[config.mk]
export PLATFORM = sky130hd
export DESIGN_NAME = framebuffer_scanout
export DESIGN_NICKNAME = d
export VERILOG_FILES = /design/src/rtl/video_pkg.sv /design/src/rtl/video_timing.sv /design/src/rtl/framebuffer_scanout.sv
export SDC_FILE = /design/constraint.sdc
export NUM_CORES = 1
export LEC_CHECK = 0
export ABC_AREA = 1
export ABC_CLOCK_PERIOD_IN_PS = 5600
export CORE_MARGIN = 3
export CORE_UTILIZATION = 62
export DETAILED_ROUTE_END_ITERATION = 10
export HOLD_SLACK_MARGIN = 0.12
export PLACE_DENSITY = 0.92
export SLEW_MARGIN = 20
export SYNTH_ARGS = -nofsm -noshare
export SYNTH_HDL_FRONTEND = slang
export SYNTH_SLANG_ARGS = --single-unit
export TNS_END_PERCENT = 1
[constraint.sdc]
create_clock -name clk -period 5.6 [get_ports clk]
set_input_delay 1.12 -clock clk [delete_from_list [all_inputs] [get_ports clk]]
set_output_delay 1.12 -clock clk [all_outputs]
set_load 0.03 [all_outputs]
[src/rtl/video_pkg.sv]
// -----------------------------------------------------------------------------
// video_pkg
// Shared video timing defaults (640x480@60) and a helper that derives the
// total period of one axis (active + front porch + sync + back porch).
// No ports; imported by video_timing and framebuffer_scanout.
// -----------------------------------------------------------------------------
package video_pkg;

  localparam int H_ACTIVE_DEF = 640;
  localparam int H_FP_DEF     = 16;
  localparam int H_SYNC_DEF   = 96;
  localparam int H_BP_DEF     = 48;

  localparam int V_ACTIVE_DEF = 480;
  localparam int V_FP_DEF     = 10;
  localparam int V_SYNC_DEF   = 2;
  localparam int V_BP_DEF     = 33;

  // Negative-going sync pulses by default.
  localparam bit SYNC_ACTIVE_DEF = 1'b0;

  function automatic int span_total(input int active, input int fp,
                                    input int sync, input int bp);
    return active + fp + sync + bp;
  endfunction

endpackage

[src/rtl/video_timing.sv]
// -----------------------------------------------------------------------------
// video_timing
// Free-running raster counters with sync generation and position strobes.
//
// Ports:
//   clk          pixel clock
//   reset        synchronous, active-high; counters return to (0,0)
//   visible      current position is inside the active picture
//   visible_next position of the next clock is inside the active picture
//   line_active  current line is one of the visible lines
//   line_end     last clock of a line (hCount = H_TOTAL-1)
//   frame_end    last clock of a frame (line_end on the last line)
//   frame_start  current position is (0,0)
//   h_sync       horizontal sync at SYNC_ACTIVE level inside the pulse
//   v_sync       vertical sync at SYNC_ACTIVE level inside the pulse
// -----------------------------------------------------------------------------
module video_timing
  import video_pkg::*;
#(
  parameter int H_ACTIVE    = H_ACTIVE_DEF,
  parameter int H_FP        = H_FP_DEF,
  parameter int H_SYNC      = H_SYNC_DEF,
  parameter int H_BP        = H_BP_DEF,
  parameter int V_ACTIVE    = V_ACTIVE_DEF,
  parameter int V_FP        = V_FP_DEF,
  parameter int V_SYNC      = V_SYNC_DEF,
  parameter int V_BP        = V_BP_DEF,
  parameter bit SYNC_ACTIVE = SYNC_ACTIVE_DEF
) (
  input  logic clk,
  input  logic reset,
  output logic visible,
  output logic visible_next,
  output logic line_active,
  output logic line_end,
  output logic frame_end,
  output logic frame_start,
  output logic h_sync,
  output logic v_sync
);

  localparam int H_TOTAL = span_total(H_ACTIVE, H_FP, H_SYNC, H_BP);
  localparam int V_TOTAL = span_total(V_ACTIVE, V_FP, V_SYNC, V_BP);
  localparam int HW      = $clog2(H_TOTAL);
  localparam int VW      = $clog2(V_TOTAL);

  logic [HW-1:0] h_count, h_next;
  logic [VW-1:0] v_count, v_next;

  assign line_end     = (h_count == HW'(H_TOTAL - 1));
  assign frame_end    = line_end && (v_count == VW'(V_TOTAL - 1));
  assign line_active  = (v_count < VW'(V_ACTIVE));
  assign visible      = (h_count < HW'(H_ACTIVE)) && line_active;
  assign visible_next = (h_next < HW'(H_ACTIVE)) && (v_next < VW'(V_ACTIVE));
  assign frame_start  = (h_count == '0) && (v_count == '0);

  assign h_sync = ((h_count >= HW'(H_ACTIVE + H_FP)) &&
                   (h_count <  HW'(H_ACTIVE + H_FP + H_SYNC))) ? SYNC_ACTIVE : ~SYNC_ACTIVE;
  assign v_sync = ((v_count >= VW'(V_ACTIVE + V_FP)) &&
                   (v_count <  VW'(V_ACTIVE + V_FP + V_SYNC))) ? SYNC_ACTIVE : ~SYNC_ACTIVE;

  // NOTE: every variable driven here gets a default first, so no path can
  // leave it unassigned and infer a latch.
  always_comb begin
    h_next = h_count + HW'(1);
    v_next = v_count;
    if (line_end) begin
      h_next = '0;
      v_next = frame_end ? '0 : v_count + VW'(1);
    end
  end

  // NOTE: state registers use non-blocking assignments so every flop samples
  // the pre-edge values regardless of statement order.
  always_ff @(posedge clk) begin
    if (reset) begin
      h_count <= '0;
      v_count <= '0;
    end else begin
      h_count <= h_next;
      v_count <= v_next;
    end
  end

endmodule

[src/rtl/framebuffer_scanout.sv]
// -----------------------------------------------------------------------------
// framebuffer_scanout
// Display-side read stage of a double-buffered framebuffer. Walks the raster,
// issues read addresses with SCALE x SCALE pixel replication and realigns the
// timing signals to the framebuffer's one-cycle registered read.
//
// Ports:
//   clk           pixel clock (same as framebuffer read clock)
//   reset         synchronous, active-high
//   fbAddress     read address to the framebuffer
//   fbData        framebuffer read data, valid one cycle after fbAddress
//   bufferSelect  buffer requested for the next frame
//   activeBuffer  buffer currently being scanned
//   hSync, vSync  sync outputs, aligned with pixelOut
//   dataEnable    pixelOut carries a visible pixel
//   pixelOut      pixel data, forced to 0 outside the active picture
//   frameStart    one-cycle pulse on the first visible pixel of a frame
// -----------------------------------------------------------------------------
module framebuffer_scanout
  import video_pkg::*;
#(
  parameter int H_ACTIVE    = H_ACTIVE_DEF,
  parameter int H_FP        = H_FP_DEF,
  parameter int H_SYNC      = H_SYNC_DEF,
  parameter int H_BP        = H_BP_DEF,
  parameter int V_ACTIVE    = V_ACTIVE_DEF,
  parameter int V_FP        = V_FP_DEF,
  parameter int V_SYNC      = V_SYNC_DEF,
  parameter int V_BP        = V_BP_DEF,
  parameter int SCALE       = 2,
  parameter int FB_W        = 320,
  parameter int FB_H        = 240,
  parameter int PIXEL_WIDTH = 9,
  parameter int ADDR_WIDTH  = 18,
  parameter bit SYNC_ACTIVE = SYNC_ACTIVE_DEF
) (
  input  logic                   clk,
  input  logic                   reset,
  output logic [ADDR_WIDTH-1:0]  fbAddress,
  input  logic [PIXEL_WIDTH-1:0] fbData,
  input  logic                   bufferSelect,
  output logic                   activeBuffer,
  output logic                   hSync,
  output logic                   vSync,
  output logic                   dataEnable,
  output logic [PIXEL_WIDTH-1:0] pixelOut,
  output logic                   frameStart
);

  localparam int REP_W = (SCALE > 1) ? $clog2(SCALE) : 1;
  // pixelIndex briefly reaches FB_W after the last visible pixel of a line.
  localparam int PIX_W = $clog2(FB_W + 1);

  localparam logic [REP_W-1:0]      REP_LAST  = REP_W'(SCALE - 1);
  localparam logic [ADDR_WIDTH-1:0] LINE_STEP = ADDR_WIDTH'(FB_W);
  localparam logic [ADDR_WIDTH-1:0] BUF1_BASE = ADDR_WIDTH'(FB_W * FB_H);

  logic visible, visible_next, line_active, line_end, frame_end, frame_start;
  logic h_sync_raw, v_sync_raw;

  video_timing #(
    .H_ACTIVE    (H_ACTIVE),
    .H_FP        (H_FP),
    .H_SYNC      (H_SYNC),
    .H_BP        (H_BP),
    .V_ACTIVE    (V_ACTIVE),
    .V_FP        (V_FP),
    .V_SYNC      (V_SYNC),
    .V_BP        (V_BP),
    .SYNC_ACTIVE (SYNC_ACTIVE)
  ) u_timing (
    .clk          (clk),
    .reset        (reset),
    .visible      (visible),
    .visible_next (visible_next),
    .line_active  (line_active),
    .line_end     (line_end),
    .frame_end    (frame_end),
    .frame_start  (frame_start),
    .h_sync       (h_sync_raw),
    .v_sync       (v_sync_raw)
  );

  // Address walker state always describes the current raster position.
  logic [REP_W-1:0]      h_rep, h_rep_n;
  logic [REP_W-1:0]      v_rep, v_rep_n;
  logic [PIX_W-1:0]      pixel_index, pixel_index_n;
  logic [ADDR_WIDTH-1:0] line_base, line_base_n;
  logic                  buffer_n;

  always_comb begin
    h_rep_n       = h_rep;
    v_rep_n       = v_rep;
    pixel_index_n = pixel_index;
    line_base_n   = line_base;
    buffer_n      = activeBuffer;

    if (visible) begin
      if (h_rep == REP_LAST) begin
        h_rep_n       = '0;
        pixel_index_n = pixel_index + PIX_W'(1);
      end else begin
        h_rep_n = h_rep + REP_W'(1);
      end
    end

    if (line_end) begin
      h_rep_n       = '0;
      pixel_index_n = '0;
      if (frame_end) begin
        // The only point where a new buffer is accepted, so a frame is
        // always read from a single buffer.
        v_rep_n     = '0;
        buffer_n    = bufferSelect;
        line_base_n = bufferSelect ? BUF1_BASE : '0;
      end else if (line_active) begin
        if (v_rep == REP_LAST) begin
          v_rep_n     = '0;
          line_base_n = line_base + LINE_STEP;
        end else begin
          v_rep_n = v_rep + REP_W'(1);
        end
      end
    end
  end

  always_ff @(posedge clk) begin
    if (reset) begin
      h_rep        <= '0;
      v_rep        <= '0;
      pixel_index  <= '0;
      line_base    <= '0;
      activeBuffer <= 1'b0;
      fbAddress    <= '0;
      hSync        <= ~SYNC_ACTIVE;
      vSync        <= ~SYNC_ACTIVE;
      dataEnable   <= 1'b0;
      frameStart   <= 1'b0;
    end else begin
      h_rep        <= h_rep_n;
      v_rep        <= v_rep_n;
      pixel_index  <= pixel_index_n;
      line_base    <= line_base_n;
      activeBuffer <= buffer_n;
      // fbAddress is registered one position ahead so the framebuffer sees
      // the address of the current position; it holds during blanking.
      if (visible_next) begin
        fbAddress <= line_base_n + ADDR_WIDTH'(pixel_index_n);
      end
      // Alignment stage: matches the one-cycle read latency of fbData.
      hSync      <= h_sync_raw;
      vSync      <= v_sync_raw;
      dataEnable <= visible;
      frameStart <= frame_start;
    end
  end

  assign pixelOut = dataEnable ? fbData : '0;

endmodule

# == Word level (Yosys, flattened, before mapping) ==
# Cells that the tools add are included.
# totals
output_inout_bits,32
wordCells,59
reg_bits,72
# op_classes
add_sub_neg,7
n_lt_le_gt_ge,8
mux,18
reduce_logical,12
eq_ne,2
# op_table
op,n
18-bit 2-to-1 mux,4
9-bit 2-to-1 mux,4
"10-bit less-than comparator, second input constant",3
"10-bit by 9-bit less-than comparator with 1-bit output, second input constant",3
10-bit 2-to-1 mux,3
"10-bit by 1-bit adder with 10-bit output, second input constant",2
"10-bit equality test, second input constant",2
10-bit logical NOT,2
18-bit by 9-bit adder with 18-bit output,1
"18-bit by 9-bit adder with 18-bit output, second input constant",1
17-bit 2-to-1 mux,1
"10-bit greater-or-equal comparator, second input constant",1
"10-bit by 9-bit greater-or-equal comparator with 1-bit output, second input constant",1
"9-bit by 1-bit adder with 9-bit output, second input constant",1
1-bit logical AND,6
1-bit 2-to-1 mux,6
2-bit AND reduction,2
"1-bit adder, second input constant",2
2-bit nonzero test,1
2-bit OR reduction,1

# == Longest topological paths before layout ==
# Gate-level depths: netlist (run 1).
# logic_depth
depth_word,6
ltp_mapped,26
ltp_nobuf,26

# == Modules after synthesis ==
# From an unflattened synthesis (run 1), not the netlist that was laid out.
# hier_totals
hier_cells,653
area_unflattened_um2,4341.7
# by_module_without_submodules
module,seq_area_each_um2,instances,cells_per_inst,area_per_inst_um2
framebuffer_scanout,1041.0,1,459,3052.9
video_timing,400.4,1,194,1288.7

# == Least setup slack after synthesis (run 1) ==
# No wires, ideal clock.
# synth_path
kind,reg-to-reg
from,register u_timing.v_count[9]
to,register fbAddress[14]
t_required_ns,5.491
stages_incl_launch_ff,26
period_less_slack_ns,3.063
path_slack_ns,2.537
t_arrival_ns,2.954
setup_ns,0.109
cell_sequence,dfxtp_1 -> buf_2 -> inv_1 -> o21a_1 -> nand2_1 -> nor2_2 -> inv_1 -> nor2_2 -> nand3_1 -> nor2_1 -> nand3_1 -> xor2_1 -> nor2_1 -> ha_1 -> nand2_1 -> o21a_1 -> nand2_1 -> nand2_1 -> nand2_1 -> nand4_1 -> nor2_1 -> nand3_1 -> nand2_1 -> nand3_1 -> nand2_1 -> inv_1
# synth_via
word_cells_on_any_way,15
cone_classes,2 x add/sub; 2 x order compare; 1 x eq/ne; 7 x mux; 3 x reduce/logical
# synth_rtl
element,line_no,source
start: declaration,video_timing.sv:48,"logic [VW-1:0] v_count, v_next;"
start signal: assignment,video_timing.sv:81,v_count <= v_next;
10-bit by 9-bit less-than comparator with 1-bit output,video_timing.sv:52,assign line_active = (v_count < VW'(V_ACTIVE));
1-bit logical AND,video_timing.sv:53,assign visible = (h_count < HW'(H_ACTIVE)) && line_active;
9-bit 2-to-1 mux,framebuffer_scanout.sv:98,if (visible) begin
9-bit 2-to-1 mux,framebuffer_scanout.sv:107,if (line_end) begin
named net pixel_index_n[7],framebuffer_scanout.sv:87,"logic [PIX_W-1:0] pixel_index, pixel_index_n;"
18-bit by 9-bit adder with 18-bit output,framebuffer_scanout.sv:148,fbAddress <= line_base_n + ADDR_WIDTH'(pixel_index_n);
end signal: assignment,framebuffer_scanout.sv:148,
end: declaration,framebuffer_scanout.sv:39,"output logic [ADDR_WIDTH-1:0] fbAddress,"
# The timed path passes the listed nets, and every way through them passes these cells.
# A chain may end at the register's enable or synchronous reset.

# == Worst setup path in the final report (run 1) ==
# layout_path
from,register u_timing.h_count[0]
to,register fbAddress[17]
# layout_via
word_cells_on_any_way,16
cone_classes,2 x add/sub; 3 x order compare; 1 x eq/ne; 7 x mux; 3 x reduce/logical
# layout_rtl
element,line_no,source
start: declaration,video_timing.sv:47,"logic [HW-1:0] h_count, h_next;"
start signal: assignment,video_timing.sv:80,h_count <= h_next;
10-bit equality test (*),video_timing.sv:50,assign line_end = (h_count == HW'(H_TOTAL - 1));
1-bit logical AND,video_timing.sv:51,assign frame_end = line_end && (v_count == VW'(V_TOTAL - 1));
18-bit 2-to-1 mux,framebuffer_scanout.sv:110,if (frame_end) begin
18-bit 2-to-1 mux (*),framebuffer_scanout.sv:107,
named net line_base_n[8],framebuffer_scanout.sv:88,"logic [ADDR_WIDTH-1:0] line_base, line_base_n;"
18-bit by 9-bit adder with 18-bit output (*),framebuffer_scanout.sv:148,
# Mark *: on every way through the listed nets, which the timed path passes. The rest lies on a longest branch.

==> summary.md, run 1 <==
| Metric | Value |
|---|---|
| Sequential cell area fraction in the yosys report | `between 30% and 40%` |
| CP cell instances | `ha_1 -> nand2_2 -> nor2_4 -> inv_1 -> nor2_4 -> nand2_2 -> or2_2 -> o21ai_0 -> nor2_1 -> ha_1 -> nand2_1 -> nor2_1 -> nand3_1 -> nand3_1 -> inv_1 -> nor2_1 -> nand2_1 -> nor2_2 -> nand2_1 -> nand2_1 -> nand3_1 -> nand2_1 -> inv_1` |
| Vias in the first global route | `4,031` |
| Min cycle time layout | `about 3.7 ns` |
| Total grt overflow | `0` |
| CP most frequent cell | `nand2_1` |
| Max_cap viols | `0` |
| Async set-reset flop share out of synthesis | `0%` |
| Die ar. | `7820 µm²` |
| Max-slew violation count | `0` |
| Setup crit end kind | `flop` |
| Post-route setup slack | `between 1.5 and 2 ns` |
| Starting density of the core | `65.3%` |
| Count of port buffers added during placement | `43` |
| Cell at the slowest stage of the critical path | `dfxtp_1` |
| Crit path required time | `5.86 ns` |
| H-tree levels | `3` |
| Area of the mapped netlist | `approximately 4200 µm²` |
| Post-layout net count | `a little over 700` |
| Post-Place Worst Slack | `2.01 ns` |
| Count of antenna diodes in the layout | `0` |
| Largest net degree at the start of global routing | `42` |
| Worst setup skew after layout | `0.00827 ns` |
| WL per Instance | `around 14 µm` |
| Clock tree from TritonCTS | `done` |
| Summed area of non-filler cells in the final layout | `just under 5000 µm²` |
| Fin crit share | `between 60% and 70%` |
| Number of warnings reported in the yosys synthesis log | `0` |
| DRC marker count from the first detailed-route iteration | `around 350` |
| CP arrival | `roughly 3.9 ns` |
| Tot GR Track Use | `~28%` |
| Total power of the final layout | `approximately 1.1 mW` |
| Power density over the cells | `about 220 nW/µm²` |
| Routability-driven placement congestion ratio | `0.939` |
| Predominant post-synthesis flop cell | `dfxtp_1` |
| Initial antenna violation count | `0` |
| Tightest Hold Check Type | `reg -> reg` |
| Global-route wire length before repair | `between 15 and 20 mm` |
| Result of the run | `completed` |
| Per-cell via count in the routed design | `approximately 5.5` |
| Count of state elements after synthesis | `between 70 and 80` |
| Total area of sequential cells | `between 1000 and 1500 µm²` |
| Maximum frequency from static timing analysis | `between 0.2 and 0.3 GHz` |
| Synthesized netlist cell count | `roughly 640` |
| Number of I/O pins | `44` |
| Clk pin slew, worst setup/hold paths | `0.08 ns` |
| Unrepaired setup endpoints after global routing | `false` |
| Total clock sinks | `a little over 70` |
| Worst Setup Start Kind | `flop` |
| Placeable Area | `~6500 µm²` |
| Largest fanout of any net on the critical path | `10` |
| Row count | `29` |
| Post-detailed-placement half-perimeter wirelength | `between 7 and 8 mm` |
| Horizontal die dimension | `just under 90 µm` |
| Multi-input gate area in the final layout | `2300 µm²` |
| Post-CTS setup buffer count | `0` |
| Final number of setup-violating endpoints | `0` |
| IR Drop Worst-Case VDD | `about 170 µV` |
| Avg Inst Size Synth | `between 6 and 7 µm²` |
| Setup TNS Final | `0 ns` |
| Final Hold Violating Endpoints | `0` |
| Slew at the pin closest to its max-slew limit | `0.760 ns` |
| Routed WL | `slightly above 10 mm` |
| Resize count post-CTS | `0` |
| Number of detailed-route iterations in the first pass | `5` |
| Share of post-route cells with drive strength above 1 | `between 6 and 7%` |
| Max_slew headroom | `around half` |
| Number of buffers inserted for hold repair after clock tree synthesis | `0` |
| Post-synth EDFFs | `0` |
| Number of nets produced by synthesis | `a little under 700` |
| Maximum count of clock buffers along a single path | `2` |
| Total via count in the routed design | `~4,200` |
| Cell leakage power | `2.21 nW` |
| Post-detailed-placement cell area | `4680 µm²` |
| Number of CTS-inserted buffers | `9` |
| Final std cells w/o fill | `roughly 770` |
| Number of fillers in the final layout | `between 400 and 500` |
| Number of distinct library cells after synthesis | `37` |
| Root Buffer | `clkbuf_8` |
| Synth-to-Final Area Change | `16.3%` |
| Vertical die dimension | `between 80 and 90 µm` |
| Residual antenna-violating net count after detailed routing | `0` |
| Crit path kind | `reg -> reg` |
| Worst stage delay on the critical path | `0.38 ns` |
| Cell count after placement | `around 750` |
| Worst skew pair latency | `approximately 0.35 ns` |
| DRC violation count after routing | `0` |
==> synthesized netlist by cell type (all sizes together), types with 2 or more instances <==
| cell type | n | area (µm²) |
|---|---|---|
| nand3 | 46 | 248 |
| xnor2 | 2 | 17.5 |
| nand2 | 149 | 574 |
| a21oi | 36 | 180 |
| xor2 | 16 | 140 |
| nor2 | 114 | 475 |
| nor3b | 5 | 37.5 |
| buf | 5 | 41.3 |
| dfxtp | 72 | 1440 |
| o21a | 4 | 30.0 |
| inv | 108 | 405 |
| or2 | 3 | 18.8 |
| nor3 | 18 | 100 |
| nor4 | 5 | 31.3 |
| clkbuf | 7 | 26.3 |
| nand4 | 13 | 87.6 |
| nand3b | 2 | 15.0 |
| o21ai | 15 | 75.1 |
| a211oi | 2 | 15.0 |
| ha | 16 | 200 |
==> cell families (layout without fill, tap and decap cells) <==
group	count (synthesis)	after routing	synth area share, %
AND/OR/NAND/NOR	356	356	37.8
buffers and inverters	121	168	11.3
flip-flops	72	72	34.2
AO/OA/AOI/OAI	60	60	7.72
XOR/XNOR	18	18	3.74
adder cells (fa/ha/maj)	17	17	5.22
==> stage by stage <==
step / util [%] / hold slack (ns)
6_report: 75.9 / 0.436
5_1_grt: 75.9 / 0.446
4_1_cts: 75.9 / 0.441
3_3_place_gp: 72.5 / 0.425
2_1_floorplan: - / 0.416
3_5_place_dp: 72.5 / 0.429
==> flip-flops by register name, summed over array words and instances (netlist names) <==
register          count
fbAddress            18
line_base            18
u_timing.h_count     10
u_timing.v_count     10
pixel_index           9
activeBuffer          1
dataEnable            1
frameStart            1
hSync                 1
h_rep                 1
vSync                 1
v_rep                 1
==> worst paths after layout <==
path / from / endpoint / slack [ns] / cells past startpoint
hold / removal: line_base[3] / line_base[3] / 0.44 / 2
hold reg to reg: line_base[3] / line_base[3] / 0.44 / 2
setup reg to reg: u_timing.h_count[0] / fbAddress[17] / 1.92 / 23
setup / recovery: u_timing.h_count[0] / fbAddress[17] / 1.92 / 23
==> where the power goes <==
| part | switching (mW) | internal (mW) |
|---|---|---|
| clock network | 0.193 | 0.272 |
| logic | 0.0403 | 0.0283 |
| registers | 0.00483 | 0.518 |
==> cells in the final DEF, fill, tap and decap left out, types with 5 or more instances in the layout <==
cell,instances
clkbuf_8,11
clkdlybuf4s50_1,43
nor2_2,7
nand2_2,6
nand2_1,143
nor2_1,103
xor2_1,16
o21ai_0,12
dfxtp_1,72
nor4_1,5
nand4_1,12
nor3_1,16
nand3_1,44
inv_1,106
a21oi_1,36
ha_1,16
nor3b_1,5
==> final cells by class <==
cell class	instances	area share, %
Clock buffer	12	3.16
Clock inverter	3	1.33
Inverter	109	8.35
Multi-Input combinational cell	451	46.9
Sequential cell	72	29.4
Tap cell	77	1.97
Timing Repair Buffer	44	8.93
==> critical path, delay by kind of cell, from the launching register on <==
| family | cells | cell delay (ns) |
|---|---|---|
| and+or+nand+nor | 17 | 2.23 |
| adders and majority gates | 2 | 0.53 |
| DFF | 1 | 0.38 |
| buffers and inverters | 3 | 0.23 |
| AOI/OAI and AO/OA | 1 | 0.22 |
==> metal layers <==
metal	vias to the layer above	GRT usage, %	wire [µm]
li1	2101	-	-
met1	1901	33.2	4320
met2	191	48.3	4960
met3	41	5.03	759
met4	0	13.7	343
met5	-	0	0
(Power assumes the default switching activity.)
==> inputs of run 2 (changes only) <==
--- a/config.mk
+++ b/config.mk
@@ -6,12 +6,12 @@
 export NUM_CORES = 1
 export LEC_CHECK = 0
 export ABC_AREA = 1
-export ABC_CLOCK_PERIOD_IN_PS = 5600
+export ABC_CLOCK_PERIOD_IN_PS = 3250
 export CORE_MARGIN = 3
-export CORE_UTILIZATION = 62
+export CORE_UTILIZATION = 52
 export DETAILED_ROUTE_END_ITERATION = 10
 export HOLD_SLACK_MARGIN = 0.12
-export PLACE_DENSITY = 0.92
+export PLACE_DENSITY = 0.83
 export SLEW_MARGIN = 20
 export SYNTH_ARGS = -nofsm -noshare
 export SYNTH_HDL_FRONTEND = slang
==> constraint.sdc (replaced) <==
create_clock -name clk -period 3.25 [get_ports clk]
set_input_delay 0.65 -clock clk [delete_from_list [all_inputs] [get_ports clk]]
set_output_delay 0.65 -clock clk [all_outputs]
set_load 0.03 [all_outputs]
==> summary.md, run 2 (synthesized netlist as in run 1, its figures left out) <==
| Metric | Value |
|---|---|
| DRC violation count after routing | `0 (unchanged)` |
| Cell leakage power | `2.46 nW (+11%)` |
| Fin crit share | `102% (+36 points)` |
| Maximum frequency from static timing analysis | `0.302 GHz (+11%)` |
| CP arrival | `3.57 ns (-0.36 ns)` |
| Post-route setup slack | `-0.0657 ns (-1.99 ns)` |
| Cell class contributing the biggest share of worst-path delay | `simple AND/OR/NAND/NOR gates` |
| Clock tree from TritonCTS | `done` |
| Synth-to-Final Area Change | `27.7%` |
| CP cell instances | `nand2_2 -> o21a_1 -> nand2_2 -> nor2_4 -> inv_2 -> nor2_4 -> nand3_4 -> nor2_4 -> nand3_2 -> xor2_2 -> nor2_1 -> ha_1 -> nand2_2 -> o21a_1 -> nand2_1 -> nand2_1 -> nand2_1 -> nand4_1 -> nor2_2 -> buf_4 -> inv_1 -> a21oi_2 -> nor2_1` |
| Root Buffer | `clkbuf_8` |
| Global-route wire length before repair | `18.6 mm (+6.2%)` |
| Crit path kind | `reg -> reg` |
| Number of fillers in the final layout | `622 (+30%)` |
| Setup crit end kind | `flop` |
| Clk pin slew, worst setup/hold paths | `0.08 ns (about the same)` |
| Vertical die dimension | `96.0 µm (+8.6%)` |
| Largest net degree at the start of global routing | `41 (-2.4%)` |
| Placeable Area | `7810 µm² (+21%)` |
| Slew at the pin closest to its max-slew limit | `0.505 ns (-0.256 ns)` |
| Max_cap viols | `0 (unchanged)` |
| Largest fanout of any net on the critical path | `5 (-5)` |
| Horizontal die dimension | `96.0 µm (+8.6%)` |
| Per-cell via count in the routed design | `5.33 (-3.3%)` |
| Maximum count of clock buffers along a single path | `2 (unchanged)` |
| WP buf/inv | `3 (unchanged)` |
| Total via count in the routed design | `4,473 (+5.6%)` |
| Count of port buffers added during placement | `43 (unchanged)` |
| Worst Setup Start Kind | `flop` |
| Unrepaired setup endpoints after global routing | `true` |
| Crit path required time | `3.50 ns (-2.36 ns)` |
| Total area of sequential cells | `1450 µm² (+0.87%)` |
| Starting density of the core | `54.0% (-11 points)` |
| Max-slew violation count | `0 (unchanged)` |
| Final number of setup-violating endpoints | `4 (+4)` |
| Count of antenna diodes in the layout | `0 (unchanged)` |
| Tightest Hold Check Type | `reg -> reg` |
| Top Registers | `fbAddress x18, line_base x18` |
| Power density over the cells | `307 nW/µm² (+43%)` |
| Initial antenna violation count | `0 (unchanged)` |
| Worst slack on hold paths | `0.436 ns (+0.0000550 ns)` |
| Multi-input gate area in the final layout | `2440 µm² (+6.2%)` |
| Worst setup skew after layout | `0.0135 ns (+0.00524 ns)` |
| Row count | `32 (+10%)` |
| Share of post-route cells with drive strength above 1 | `17.8% (+12 points)` |
| Most common cell after layout, fill and taps aside | `nand2_1` |
| Post-layout net count | `761 (+6.3%)` |
| Worst stage delay on the critical path | `0.38 ns (about the same)` |
| Max_slew headroom | `66.3% (+17 points)` |
| Commonest cells after routing, fill and taps aside | `nand2_1 (137), inv_1 (100), nor2_1 (95)` |
| Total clock sinks | `72 (unchanged)` |
| Post-detailed-placement half-perimeter wirelength | `7.94 mm (+5.0%)` |
| WL per Instance | `13.5 µm (+0.15%)` |
| Tot GR Track Use | `25.3% (-2.6 points)` |
| Number of CTS-inserted buffers | `9 (unchanged)` |
| Final Hold Violating Endpoints | `0 (unchanged)` |
| Number of detailed-route iterations in the first pass | `6 (+1)` |
| Final core utilization | `68.9% (-7.0 points)` |
| IR Drop Worst-Case VDD | `291 µV (+75%)` |
| DRC marker count from the first detailed-route iteration | `314 (-9.8%)` |
| Result of the run | `finished with violations` |
| Violated checks | `negative setup slack` |
| Min cycle time layout | `3.32 ns (-0.360 ns)` |
| Die ar. | `9220 µm² (+18%)` |
| H-tree levels | `3 (unchanged)` |
| Total grt overflow | `0 (unchanged)` |
| Vias in the first global route | `4,305 (+6.8%)` |
| Residual antenna-violating net count after detailed routing | `0 (unchanged)` |
| Number of I/O pins | `44 (unchanged)` |
| Number of buffers inserted for hold repair after clock tree synthesis | `0 (unchanged)` |
| Worst skew pair latency | `0.36 ns (about the same)` |
| Routability-driven placement congestion ratio | `0.938 (-0.18%)` |
| Cell at the slowest stage of the critical path | `ha_1` |
| Routed WL | `11.4 mm (+9.4%)` |
[run 2: path summary, 6_finish.rpt]
check | startpoint | to | slack [ns] | cells past startpoint
max | u_timing.v_count[7] | fbAddress[10] | -0.07 | 23
max reg2reg | u_timing.v_count[7] | fbAddress[10] | -0.07 | 23
min reg2reg | line_base[3] | line_base[3] | 0.44 | 2
min | line_base[3] | line_base[3] | 0.44 | 2
[run 2: what timing repair did]
| item | CTS | global route |
|---|---|---|
| buffers inserted | 15 | 7 |
| resized for setup | 26 | 29 |
| endpoints found under the setup margin | 8 | 10 |
| cloned | 0 | 0 |
| pin swaps | 17 | 28 |
| hold endpoints to repair | 0 | 0 |
[run 2: through the flow]
step | instances | worst slack, ns | instance area [µm²] | setup TNS, ns | power [mW]
5_1_grt | 839 | -0.297 | 5380 | -1.83 | 1.71
2_1_floorplan | 644 | 0.187 | 4220 | 0 | 0.987
4_1_cts | 832 | -0.0521 | 5230 | -0.0521 | 1.66
3_3_place_gp | 801 | 0.0822 | 4890 | 0 | 1.03
6_report | 839 | -0.0657 | 5380 | -0.197 | 1.66
3_5_place_dp | 801 | -0.219 | 4890 | -1.01 | 1.04
[run 2: report_power, final]
| part | internal [mW] | total [mW] | switching (mW) |
|---|---|---|---|
| Clock | 0.280 | 0.633 | 0.353 |
| Combinational | 0.0513 | 0.123 | 0.0713 |
| Sequential | 0.892 | 0.900 | 0.00845 |
| Total | 1.22 | 1.66 | 0.433 |
[run 2: final cells by class]
class                      instances  area share [%]
timing repair buffer              89            14.4
inverter                         109            7.69
multi-input combinational        451            45.3
sequential                        72            27.0
clock buffer                      10            2.37
clock inverter                     6           0.814
tap                              102            2.37
[run 2: tightest hold or removal path, cell delays in order (launching register included)]
cell and delay (ns):
dfxtp_1 0.30, inv_1 0.06, nor2_1 0.04
[run 2: layer usage]
| layer | vias up | track usage [%] | part of all wire [%] |
|---|---|---|---|
| li1 | 2192 | - | - |
| met1 | 2067 | 28.8 | 40 |
| met2 | 173 | 45.3 | 50 |
| met3 | 41 | 6.18 | 6.4 |
| met4 | 0 | 9.95 | 3.2 |
| met5 | - | 0 | 0 |
